File: src/rtl/lutram_access_ctrl.sv
// LUTRAM access controller: clears the array after reset, then serves reads and
// posted writes through a small FIFO write buffer with read-after-write forwarding.
module lutram_access_ctrl #(
    parameter int SINGLE_ELEMENT_SIZE_IN_BITS = 64,
    parameter int NUMBER_SETS                 = 64,
    parameter int SET_PTR_WIDTH_IN_BITS       = $clog2(NUMBER_SETS),
    parameter int WRITE_BUFFER_DEPTH          = 4
) (
    input  logic                                         clk_in,
    input  logic                                         reset_in,
    input  logic                                         req_valid_in,
    output logic                                         req_ready_out,
    input  logic                                         req_write_in,
    input  logic [SET_PTR_WIDTH_IN_BITS-1:0]             req_addr_in,
    input  logic [SINGLE_ELEMENT_SIZE_IN_BITS-1:0]       req_data_in,
    output logic                                         resp_valid_out,
    input  logic                                         resp_ready_in,
    output logic [SINGLE_ELEMENT_SIZE_IN_BITS-1:0]       resp_data_out,
    output logic                                         lutram_access_en_out,
    output logic                                         lutram_write_en_out,
    output logic [SET_PTR_WIDTH_IN_BITS-1:0]             lutram_set_addr_out,
    output logic [SINGLE_ELEMENT_SIZE_IN_BITS-1:0]       lutram_write_element_out,
    input  logic [SINGLE_ELEMENT_SIZE_IN_BITS-1:0]       lutram_read_element_in,
    output logic                                         init_done_out,
    output logic [$clog2(WRITE_BUFFER_DEPTH+1)-1:0]      wb_count_out
);

    localparam int CNT_W = $clog2(WRITE_BUFFER_DEPTH + 1);
    localparam int AW    = SET_PTR_WIDTH_IN_BITS;
    localparam int DW    = SINGLE_ELEMENT_SIZE_IN_BITS;

    localparam logic [0:0] ST_INIT = 1'b0;
    localparam logic [0:0] ST_RUN  = 1'b1;

    localparam logic [AW-1:0]    LAST_SET = AW'(NUMBER_SETS - 1);
    localparam logic [CNT_W-1:0] WB_FULL  = CNT_W'(WRITE_BUFFER_DEPTH);

    logic [0:0]       state;
    logic [AW-1:0]    init_ptr;
    logic [CNT_W-1:0] wb_count;
    logic [CNT_W-1:0] push_idx;

    // Entry 0 is always the oldest; younger entries sit at higher indices.
    logic [AW-1:0] wb_addr [WRITE_BUFFER_DEPTH];
    logic [DW-1:0] wb_data [WRITE_BUFFER_DEPTH];

    logic          in_run;
    logic          resp_stall;
    logic          req_accept;
    logic          rd_accept;
    logic          wr_accept;
    logic          wb_pop;
    logic          fwd_hit;
    logic [DW-1:0] fwd_data;

    assign in_run        = (state == ST_RUN);
    assign resp_stall    = resp_valid_out && !resp_ready_in;
    assign req_ready_out = in_run && (wb_count < WB_FULL) && !resp_stall;
    assign req_accept    = req_valid_in && req_ready_out;
    assign rd_accept     = req_accept && !req_write_in;
    assign wr_accept     = req_accept && req_write_in;
    assign wb_pop        = in_run && !rd_accept && (wb_count != '0);
    assign push_idx      = wb_pop ? (wb_count - CNT_W'(1)) : wb_count;
    assign init_done_out = in_run;
    assign wb_count_out  = wb_count;

    // Youngest matching entry wins, so later indices override earlier hits.
    always_comb begin
        fwd_hit  = 1'b0;
        fwd_data = '0;
        for (int i = 0; i < WRITE_BUFFER_DEPTH; i++) begin
            if ((CNT_W'(i) < wb_count) && (wb_addr[i] == req_addr_in)) begin
                fwd_hit  = 1'b1;
                fwd_data = wb_data[i];
            end
        end
    end

    // The LUTRAM port is gated by reset so it is quiet while reset is held.
    always_comb begin
        lutram_access_en_out     = 1'b0;
        lutram_write_en_out      = 1'b0;
        lutram_set_addr_out      = '0;
        lutram_write_element_out = '0;
        if (!reset_in) begin
            lutram_access_en_out = 1'b0;
        end else if (!in_run) begin
            lutram_access_en_out = 1'b1;
            lutram_write_en_out  = 1'b1;
            lutram_set_addr_out  = init_ptr;
        end else if (rd_accept) begin
            lutram_access_en_out = 1'b1;
            lutram_set_addr_out  = req_addr_in;
        end else if (wb_pop) begin
            lutram_access_en_out     = 1'b1;
            lutram_write_en_out      = 1'b1;
            lutram_set_addr_out      = wb_addr[0];
            lutram_write_element_out = wb_data[0];
        end
    end

    always_ff @(posedge clk_in or negedge reset_in) begin
        if (!reset_in) begin
            state          <= ST_INIT;
            init_ptr       <= '0;
            wb_count       <= '0;
            resp_valid_out <= 1'b0;
            resp_data_out  <= '0;
        end else begin
            if (!in_run) begin
                if (init_ptr == LAST_SET) begin
                    state <= ST_RUN;
                end else begin
                    init_ptr <= init_ptr + AW'(1);
                end
            end

            if (wr_accept && !wb_pop) begin
                wb_count <= wb_count + CNT_W'(1);
            end else if (!wr_accept && wb_pop) begin
                wb_count <= wb_count - CNT_W'(1);
            end

            if (rd_accept) begin
                resp_valid_out <= 1'b1;
                resp_data_out  <= fwd_hit ? fwd_data : lutram_read_element_in;
            end else if (resp_ready_in) begin
                resp_valid_out <= 1'b0;
            end
        end
    end

    // Buffer storage carries no reset; occupancy is defined by wb_count alone.
    always_ff @(posedge clk_in) begin
        if (wb_pop) begin
            for (int i = 0; i < WRITE_BUFFER_DEPTH - 1; i++) begin
                wb_addr[i] <= wb_addr[i+1];
                wb_data[i] <= wb_data[i+1];
            end
        end
        if (wr_accept) begin
            for (int i = 0; i < WRITE_BUFFER_DEPTH; i++) begin
                if (CNT_W'(i) == push_idx) begin
                    wb_addr[i] <= req_addr_in;
                    wb_data[i] <= req_data_in;
                end
            end
        end
    end

endmodule

File: config.mk
export PLATFORM = sky130hd
export DESIGN_NAME = lutram_access_ctrl
export DESIGN_NICKNAME = d
export VERILOG_FILES = /design/src/rtl/lutram_access_ctrl.sv
export SDC_FILE = /design/constraint.sdc
export NUM_CORES = 1
export LEC_CHECK = 0
export CAP_MARGIN = 10
export CELL_PAD_IN_SITES_DETAIL_PLACEMENT = 0
export CELL_PAD_IN_SITES_GLOBAL_PLACEMENT = 2
export CORE_UTILIZATION = 25
export CTS_CLUSTER_DIAMETER = 40
export DETAILED_ROUTE_END_ITERATION = 10
export HOLD_SLACK_MARGIN = 0.03
export PLACE_DENSITY_LB_ADDON = 0.1
export SKIP_LAST_GASP = 1
export SLEW_MARGIN = 20
export SYNTH_ARGS = -nofsm -noshare
export SYNTH_HDL_FRONTEND = slang
export SYNTH_SLANG_ARGS = --single-unit
File: constraint.sdc
create_clock -name clk_in -period 3.9 [get_ports clk_in]
set_input_delay 0.78 -clock clk_in [delete_from_list [all_inputs] [get_ports clk_in]]
set_output_delay 0.78 -clock clk_in [all_outputs]
set_load 0.02 [all_outputs]
Word-level counts from Yosys, hierarchy flattened
Memory sizes are Yosys's and may differ from the RTL's.
Cells that the tools add are included.
{ "classes": {"eq_ne": 8, "addsub": 3, "n_reduce_logical": 27, "n_mux": 56, "n_lt_le_gt_ge": 5, "bitwise_logic": 8} }
{ "op_table": {"columns": ["operator", "count"], "rows": [
  ["64-bit two-way mux", 13],
  ["64-bit OR reduction", 1],
  ["6-bit two-way mux", 8],
  ["1-bit two-way mux", 30],
  ["6-bit == test", 4],
  ["1-bit logical AND", 14],
  ["3-bit two-way mux", 3],
  ["6-bit by 1-bit adder with 6-bit output, second input constant", 1],
  ["2-bit by 3-bit == test with 1-bit output, first input constant", 2],
  ["6-bit == test, second input constant", 1],
  ["1-bit logical NOT", 6],
  ["1-bit by 3-bit < comparator with 1-bit output, first input constant", 2],
  ["2-bit by 3-bit < comparator with 1-bit output, first input constant", 2],
  ["1-bit bitwise OR", 6],
  ["6-bit OR reduction", 1],
  ["2-bit two-way mux", 2],
  ["2-bit nonzero test", 2],
  ["3-bit by 1-bit adder with 3-bit output, second input constant", 1],
  ["1-bit by 3-bit == test with 1-bit output, first input constant", 1],
  ["3-bit logical NOT", 1],
  ["3-bit < comparator, second input constant", 1],
  ["3-bit nonzero test", 1],
  ["3-bit by 1-bit subtractor with 3-bit output, second input constant", 1],
  ["1-bit inverter", 2],
  ["2-bit AND reduction", 1]
]} }
{ "word_totals": {"mem_bits_rw": 280, "elab_cells": 114, "regBits": 75, "mem_count": 2} }
{ "mem_list": {"columns": ["memory", "depth", "width", "rd", "rd_ports_with_merged_regs", "write_ports", "line", "source"], "rows": [
  ["wb_data", 4, 64, 4, 0, 3, "45", "logic [DW-1:0] wb_data [WRITE_BUFFER_DEPTH];"],
  ["wb_addr", 4, 6, 4, 0, 3, "44", "logic [AW-1:0] wb_addr [WRITE_BUFFER_DEPTH];"]
]} }

Logic depth before layout (Yosys ltp)
{ "depth": {"depth_word": 16, "depth_mapped": 11, "mapped_depth_nobuf": 10} }

Least setup slack after synthesis
OpenSTA, ideal clock, no wires.
{ "synth_timing": {"path_kind": "input to register", "from": "in resp_ready_in", "to": "mem wb_addr[3][0] in the netlist's numbering (enable)", "setup_time_ps": 433, "required_time_ps": 3467, "t_arrival_ps": 3562, "cell_stages": 6, "setup_slack_ps": -95, "path_cell_list": "and2b_1 -> nor4b_4 -> nor2_2 -> clkbuf_1 -> nor3_1 -> o21a_1"} }
{ "synth_lines": {"columns": ["element", "line", "source"], "rows": [
  ["start, declared", "17", "input logic resp_ready_in,"],
  ["end, declared", "44", null]
]} }

Worst setup path after layout
{ "layout_timing": {"from": "in resp_ready_in", "to": "out lutram_write_element_out[34]"} }
{ "layout_between": {"elab_chain_len": 13} }
{ "layout_lines": {"columns": ["element", "line", "source"], "rows": [
  ["1-bit logical NOT (*)", "57", "assign resp_stall = resp_valid_out && !resp_ready_in;"],
  ["1-bit logical AND (*)", "57", null],
  ["1-bit logical NOT (*)", "58", "assign req_ready_out = in_run && (wb_count < WB_FULL) && !resp_stall;"],
  ["1-bit logical AND (*)", "58", null],
  ["1-bit logical AND (*)", "59", "assign req_accept = req_valid_in && req_ready_out;"],
  ["1-bit logical AND (*)", "60", "assign rd_accept = req_accept && !req_write_in;"],
  ["1-bit logical NOT", "62", "assign wb_pop = in_run && !rd_accept && (wb_count != '0);"],
  ["1-bit logical AND (2 in series)", "62", null],
  ["64-bit two-way mux", "94", "end else if (wb_pop) begin"],
  ["64-bit two-way mux (*)", "91", "end else if (rd_accept) begin"],
  ["64-bit two-way mux (*)", "87", "end else if (!in_run) begin"],
  ["64-bit two-way mux (*)", "85", "if (!reset_in) begin"],
  ["end, declared", "22", "output logic [SINGLE_ELEMENT_SIZE_IN_BITS-1:0] lutram_write_element_out,"]
]} }
Every way passes the cells marked *; elsewhere a longest branch is shown, timed or not.

==> impl_results.html <==
<table>
<tr><th>Metric</th><th>Value</th></tr>
<tr><th colspan="2">Timing</th></tr>
<tr><td>Worst Skew</td><td>21.4 ps</td></tr>
<tr><td>Count of pins over their slew limit</td><td>0</td></tr>
<tr><td>Final setup violation count</td><td>0</td></tr>
<tr><td>Max_slew headroom</td><td>0.347</td></tr>
<tr><td>Number of hold-slack violations in the final timing report</td><td>0</td></tr>
<tr><td>Max Fclk</td><td>265 MHz</td></tr>
<tr><td>Part of the cycle the worst path needs</td><td>0.967</td></tr>
<tr><td>Pin slew with the least headroom to its limit</td><td>980 ps</td></tr>
<tr><td>Setup Total Neg Slack</td><td>0 ps</td></tr>
<tr><td>Setup repair after global routing missed its margin</td><td>false</td></tr>
<tr><td>Clock period minus worst slack</td><td>3770 ps</td></tr>
<tr><th colspan="2">Clock tree</th></tr>
<tr><td>Clock latency of the later-clocked register in the worst-skew pair</td><td>620 ps</td></tr>
<tr><td>Root buffer selected by CTS</td><td>sky130_fd_sc_hd__clkbuf_16</td></tr>
<tr><td>Clk pin slew, worst setup/hold paths</td><td>40 ps</td></tr>
<tr><td>Clock H-tree levels</td><td>3</td></tr>
<tr><td>Number of sinks driven by the clock tree</td><td>355</td></tr>
<tr><td>Clock buffer count from CTS</td><td>82</td></tr>
<tr><td>Clock tree from TritonCTS</td><td>yes</td></tr>
<tr><td>Post CTS Setup Buffer Count</td><td>0</td></tr>
<tr><td>Bufs on Longest Clock Path</td><td>3</td></tr>
<tr><th colspan="2">Pwr</th></tr>
<tr><td>P_int</td><td>0.00902 W</td></tr>
<tr><td>Power after layout</td><td>0.0115 W</td></tr>
<tr><td>Switching Share</td><td>0.218</td></tr>
<tr><td>Static leakage power</td><td>9.06 nW</td></tr>
<tr><td>Combinational cell fraction of total power</td><td>0.043</td></tr>
<tr><td>Total power per unit cell area</td><td>474 mW/mm^2</td></tr>
<tr><td>Net Switching</td><td>0.00252 W</td></tr>
<tr><td>Portion of total power attributed to sequential cells</td><td>0.356</td></tr>
<tr><td>Worst supply voltage drop on vdd</td><td>0.267 mV</td></tr>
<tr><td>Clock Power Share</td><td>0.601</td></tr>
<tr><th colspan="2">Yosys</th></tr>
<tr><td>Proportion of register bits with asynchronous set or reset after synthesis</td><td>0.211</td></tr>
<tr><td>Synth top area share</td><td>0.489</td></tr>
<tr><td>Synth Warn #</td><td>0</td></tr>
<tr><td>Distinct cell type count after synthesis</td><td>50</td></tr>
<tr><td>Post-synth EDFFs</td><td>280</td></tr>
<tr><td>Per-instance average area after synthesis</td><td>13.1 sq um</td></tr>
<tr><td>Post-synthesis cell count</td><td>1314</td></tr>
<tr><td>Fraction of the yosys area taken by sequential cells</td><td>0.598</td></tr>
<tr><td>Area of the mapped netlist</td><td>0.0172 sq mm</td></tr>
<tr><td>Biggest area contributors in the synthesized netlist</td><td>sky130_fd_sc_hd__edfxtp_1, sky130_fd_sc_hd__mux2_2, sky130_fd_sc_hd__dfrtp_1</td></tr>
<tr><td>Most instantiated cells after synthesis</td><td>sky130_fd_sc_hd__edfxtp_1, sky130_fd_sc_hd__mux2_2, sky130_fd_sc_hd__a211oi_1</td></tr>
<tr><td>Seq cells post-synth</td><td>355</td></tr>
<tr><td>Most numerous cell in the Yosys netlist</td><td>sky130_fd_sc_hd__edfxtp_1</td></tr>
<tr><td>Predominant post-synthesis flop cell</td><td>sky130_fd_sc_hd__edfxtp_1</td></tr>
<tr><td>Syn Nets</td><td>1459</td></tr>
<tr><td>Yosys top cell by area</td><td>sky130_fd_sc_hd__edfxtp_1</td></tr>
<tr><th colspan="2">Layout</th></tr>
<tr><td>Share of post-route cells with drive strength above 1</td><td>0.246</td></tr>
<tr><td>Footprint of the multi-input gates</td><td>0.00632 sq mm</td></tr>
<tr><td>Area growth from synthesis to layout</td><td>41.6%</td></tr>
<tr><td>Layout filler cell count</td><td>6594</td></tr>
<tr><td>Flip-flop and latch area</td><td>0.0103 sq mm</td></tr>
<tr><td>Count of nets after finishing</td><td>1790</td></tr>
<tr><th colspan="2">Global routing</th></tr>
<tr><td>Aggregate global routing overflow</td><td>0</td></tr>
<tr><td>Number of global-route vias before repair</td><td>13576</td></tr>
<tr><td>Pin count of the biggest net entering global routing</td><td>65</td></tr>
<tr><td>Global-route wire length before repair</td><td>93900 um</td></tr>
<tr><td>Initial antenna violation count</td><td>8</td></tr>
<tr><td>Overall global routing resource usage</td><td>0.180</td></tr>
<tr><th colspan="2">Worst setup path</th></tr>
<tr><td>Buf+Inv Stages, Crit Path</td><td>3</td></tr>
<tr><td>List of cells traversed by the critical path</td><td>clkdlybuf4s50_1, and2b_1, nor4b_4, nor2_4, buf_12, and3_1, clkdlybuf4s50_1</td></tr>
<tr><td>Cell occurring most often along the worst timing path</td><td>sky130_fd_sc_hd__clkdlybuf4s50_1</td></tr>
<tr><td>Family with the most delay on the worst path</td><td>buffers and inverters</td></tr>
<tr><td>Delay of the slowest cell on the worst path</td><td>600 ps</td></tr>
<tr><td>Launch point of the worst path</td><td>resp_ready_in</td></tr>
<tr><td>Endpoint kind of the worst setup timing path</td><td>output port</td></tr>
<tr><td>Maximum net fanout on the critical path</td><td>39</td></tr>
<tr><td>Type of the worst setup path</td><td>input port to output port</td></tr>
<tr><td>Launch instance of the worst register-to-register path</td><td>wb_count_out[2]</td></tr>
<tr><td>Required time of the worst setup path</td><td>3120 ps</td></tr>
<tr><td>Worst path slowest cell</td><td>sky130_fd_sc_hd__clkdlybuf4s50_1</td></tr>
<tr><td>Sort of element at the start of the critical path</td><td>input port</td></tr>
<tr><td>Arrival time at the worst endpoint</td><td>2990 ps</td></tr>
<tr><th colspan="2">Die</th></tr>
<tr><td>Die extent in x</td><td>264 um</td></tr>
<tr><td>Io pins</td><td>281</td></tr>
<tr><td>Starting density of the core</td><td>0.254</td></tr>
<tr><td>Vertical die dimension</td><td>264 um</td></tr>
<tr><td>Total die area</td><td>0.0698 sq mm</td></tr>
<tr><td>Core area</td><td>0.0676 sq mm</td></tr>
<tr><td>Row Count</td><td>95</td></tr>
<tr><th colspan="2">Route</th></tr>
<tr><td>Routed via count</td><td>12517</td></tr>
<tr><td>DRC marker count from the first detailed-route iteration</td><td>685</td></tr>
<tr><td>Mean number of vias per cell</td><td>4.83</td></tr>
<tr><td>Wire length after detailed routing</td><td>62800 um</td></tr>
<tr><td>DR pass1 iterations</td><td>6</td></tr>
<tr><td>Average routed wire per standard cell</td><td>24.2 um</td></tr>
<tr><td>Remaining routing DRC violations</td><td>0</td></tr>
<tr><td>Remaining number of nets flagged by the antenna check after routing</td><td>0</td></tr>
<tr><th colspan="2">Place</th></tr>
<tr><td>Count of input and output buffers</td><td>280</td></tr>
<tr><td>Detailed Place HPWL</td><td>38900 um</td></tr>
<tr><td>Last weighted congestion value of the routability-driven placer</td><td>0.734</td></tr>
<tr><th colspan="2">Hold path</th></tr>
<tr><td>Launch instance of the worst min-delay path</td><td>resp_data_out[51]</td></tr>
<tr><td>Type of the tightest min-delay check</td><td>flip-flop to flip-flop</td></tr>
<tr><th colspan="2">Flow run</th></tr>
<tr><td>Reported max-cap violation count</td><td>0</td></tr>
<tr><th colspan="2">Status</th></tr>
<tr><td>Result of the run</td><td>complete, no violations</td></tr>
</table>
routing by layer:
layer | GRT usage | wire length [um]
met3 | 0.0382 | 2620
met5 | 0 | 45
met4 | 0.0577 | 1340
met1 | 0.233 | 27800
met2 | 0.299 | 31000
state kept, by name, summed over array words and instances (netlist names):
signal,count
init_done_out,1
resp_valid_out,1
wb_addr,24
init_ptr,6
wb_count_out,3
wb_data,256
resp_data_out,64
per-stage QoR:
| stage | area [sq um] | hold slack [ps] | util | setup WS [ps] | std cells |
|---|---|---|---|---|---|
| after floorplan | 17200 | 460 | - | 90.2 | 1314 |
| after global placement | 21500 | 464 | 0.319 | 9.47 | 2433 |
| after detailed placement | 21500 | 471 | 0.319 | 18.7 | 2433 |
| after CTS | 24300 | 481 | 0.360 | 103 | 2586 |
| after global routing | 24300 | 508 | 0.360 | 6.93 | 2589 |
| final | 24300 | 476 | 0.360 | 129 | 2591 |
cell usage in the layout (no fill, tap or decap), types with 5 or more instances in the layout:
| cell type | Yosys | layout |
|---|---|---|
| sky130_fd_sc_hd__dfrtp_1 | 75 | 75 |
| sky130_fd_sc_hd__clkbuf_1 | 70 | 16 |
| sky130_fd_sc_hd__nor2_1 | 11 | 11 |
| sky130_fd_sc_hd__a222oi_1 | 5 | 5 |
| sky130_fd_sc_hd__clkinvlp_4 | 0 | 8 |
| sky130_fd_sc_hd__a211oi_1 | 126 | 126 |
| sky130_fd_sc_hd__clkbuf_16 | 0 | 83 |
| sky130_fd_sc_hd__mux2_2 | 185 | 185 |
| sky130_fd_sc_hd__mux2_1 | 26 | 26 |
| sky130_fd_sc_hd__clkinv_2 | 0 | 17 |
| sky130_fd_sc_hd__nand2_1 | 68 | 68 |
| sky130_fd_sc_hd__buf_12 | 0 | 29 |
| sky130_fd_sc_hd__ha_1 | 6 | 6 |
| sky130_fd_sc_hd__edfxtp_1 | 280 | 280 |
| sky130_fd_sc_hd__nand3_1 | 5 | 5 |
| sky130_fd_sc_hd__clkdlybuf4s50_1 | 0 | 279 |
| sky130_fd_sc_hd__and3_1 | 64 | 64 |
| sky130_fd_sc_hd__clkinv_1 | 1 | 7 |
| sky130_fd_sc_hd__inv_1 | 9 | 9 |
| sky130_fd_sc_hd__nor3_1 | 67 | 67 |
| sky130_fd_sc_hd__o21ai_0 | 115 | 115 |
| sky130_fd_sc_hd__diode_2 | 0 | 5 |
| sky130_fd_sc_hd__nand4_1 | 7 | 7 |
| sky130_fd_sc_hd__buf_4 | 1 | 56 |
| sky130_fd_sc_hd__xor2_1 | 11 | 11 |
| sky130_fd_sc_hd__xnor2_1 | 21 | 21 |
| sky130_fd_sc_hd__bufinv_16 | 0 | 11 |
| sky130_fd_sc_hd__a21o_1 | 63 | 63 |
| sky130_fd_sc_hd__o21ai_1 | 13 | 13 |
layout make-up:
class                   count  area share
clock inverters            49      0.0236
multi-input cells         829       0.260
well taps                 873      0.0449
clock buffers             103      0.0901
flip-flops and latches    355       0.423
inverters                  10     0.00154
repair buffers            367       0.157
diodes                      5    0.000514
final timing paths:
| path | to | slack (ps) | cells after the start |
|---|---|---|---|
| max | lutram_write_element_out[34] | 130 | 7 |
| min | resp_data_out[51] | 480 | 2 |
| max reg2reg | wb_data[0][50] | 750 | 7 |
| min reg2reg | resp_data_out[51] | 480 | 2 |
| max in group asynchronous | resp_data_out[51] | 2510 | 4 |
| min in group asynchronous | resp_data_out[16] | 600 | 2 |
logic make-up after synthesis:
family          Yosys count  share of synthesized area
compound gates          337                      0.132
xor+xnor                 32                     0.0163
fa+ha+maj                 6                    0.00437
buf+inv                 130                     0.0365
flops                   355                      0.598
mux                     212                      0.139
simple gates            242                     0.0735
power by group through the flow:
stage / sequential [W] / clock [W] / combinational [W]
detailed placement: 0.00418 / 0 / 0.000506
global route: 0.00411 / 0.00727 / 0.000540
floorplan: 0.00421 / 0 / 0.000120
finish: 0.00411 / 0.00693 / 0.000501
global placement: 0.00417 / 0 / 0.000506
CTS: 0.00411 / 0.00709 / 0.000510
worst reg2reg max path: stages, from the launching register on:
cell and delay (ps):
sky130_fd_sc_hd__dfrtp_1 600, sky130_fd_sc_hd__nand2b_4 240, sky130_fd_sc_hd__nor4b_4 60, sky130_fd_sc_hd__nor2_4 350
sky130_fd_sc_hd__nand2_2 140, sky130_fd_sc_hd__o31ai_4 810, sky130_fd_sc_hd__or2_4 300, sky130_fd_sc_hd__buf_12 290
repair_timing:
action,4_1_cts,5_1_grt
hold endpoints to repair,6,0
resized for setup,0,1
hold buffers,1,0
setup endpoints to repair,0,1
No activity file was read; power rests on OpenSTA's default activity.
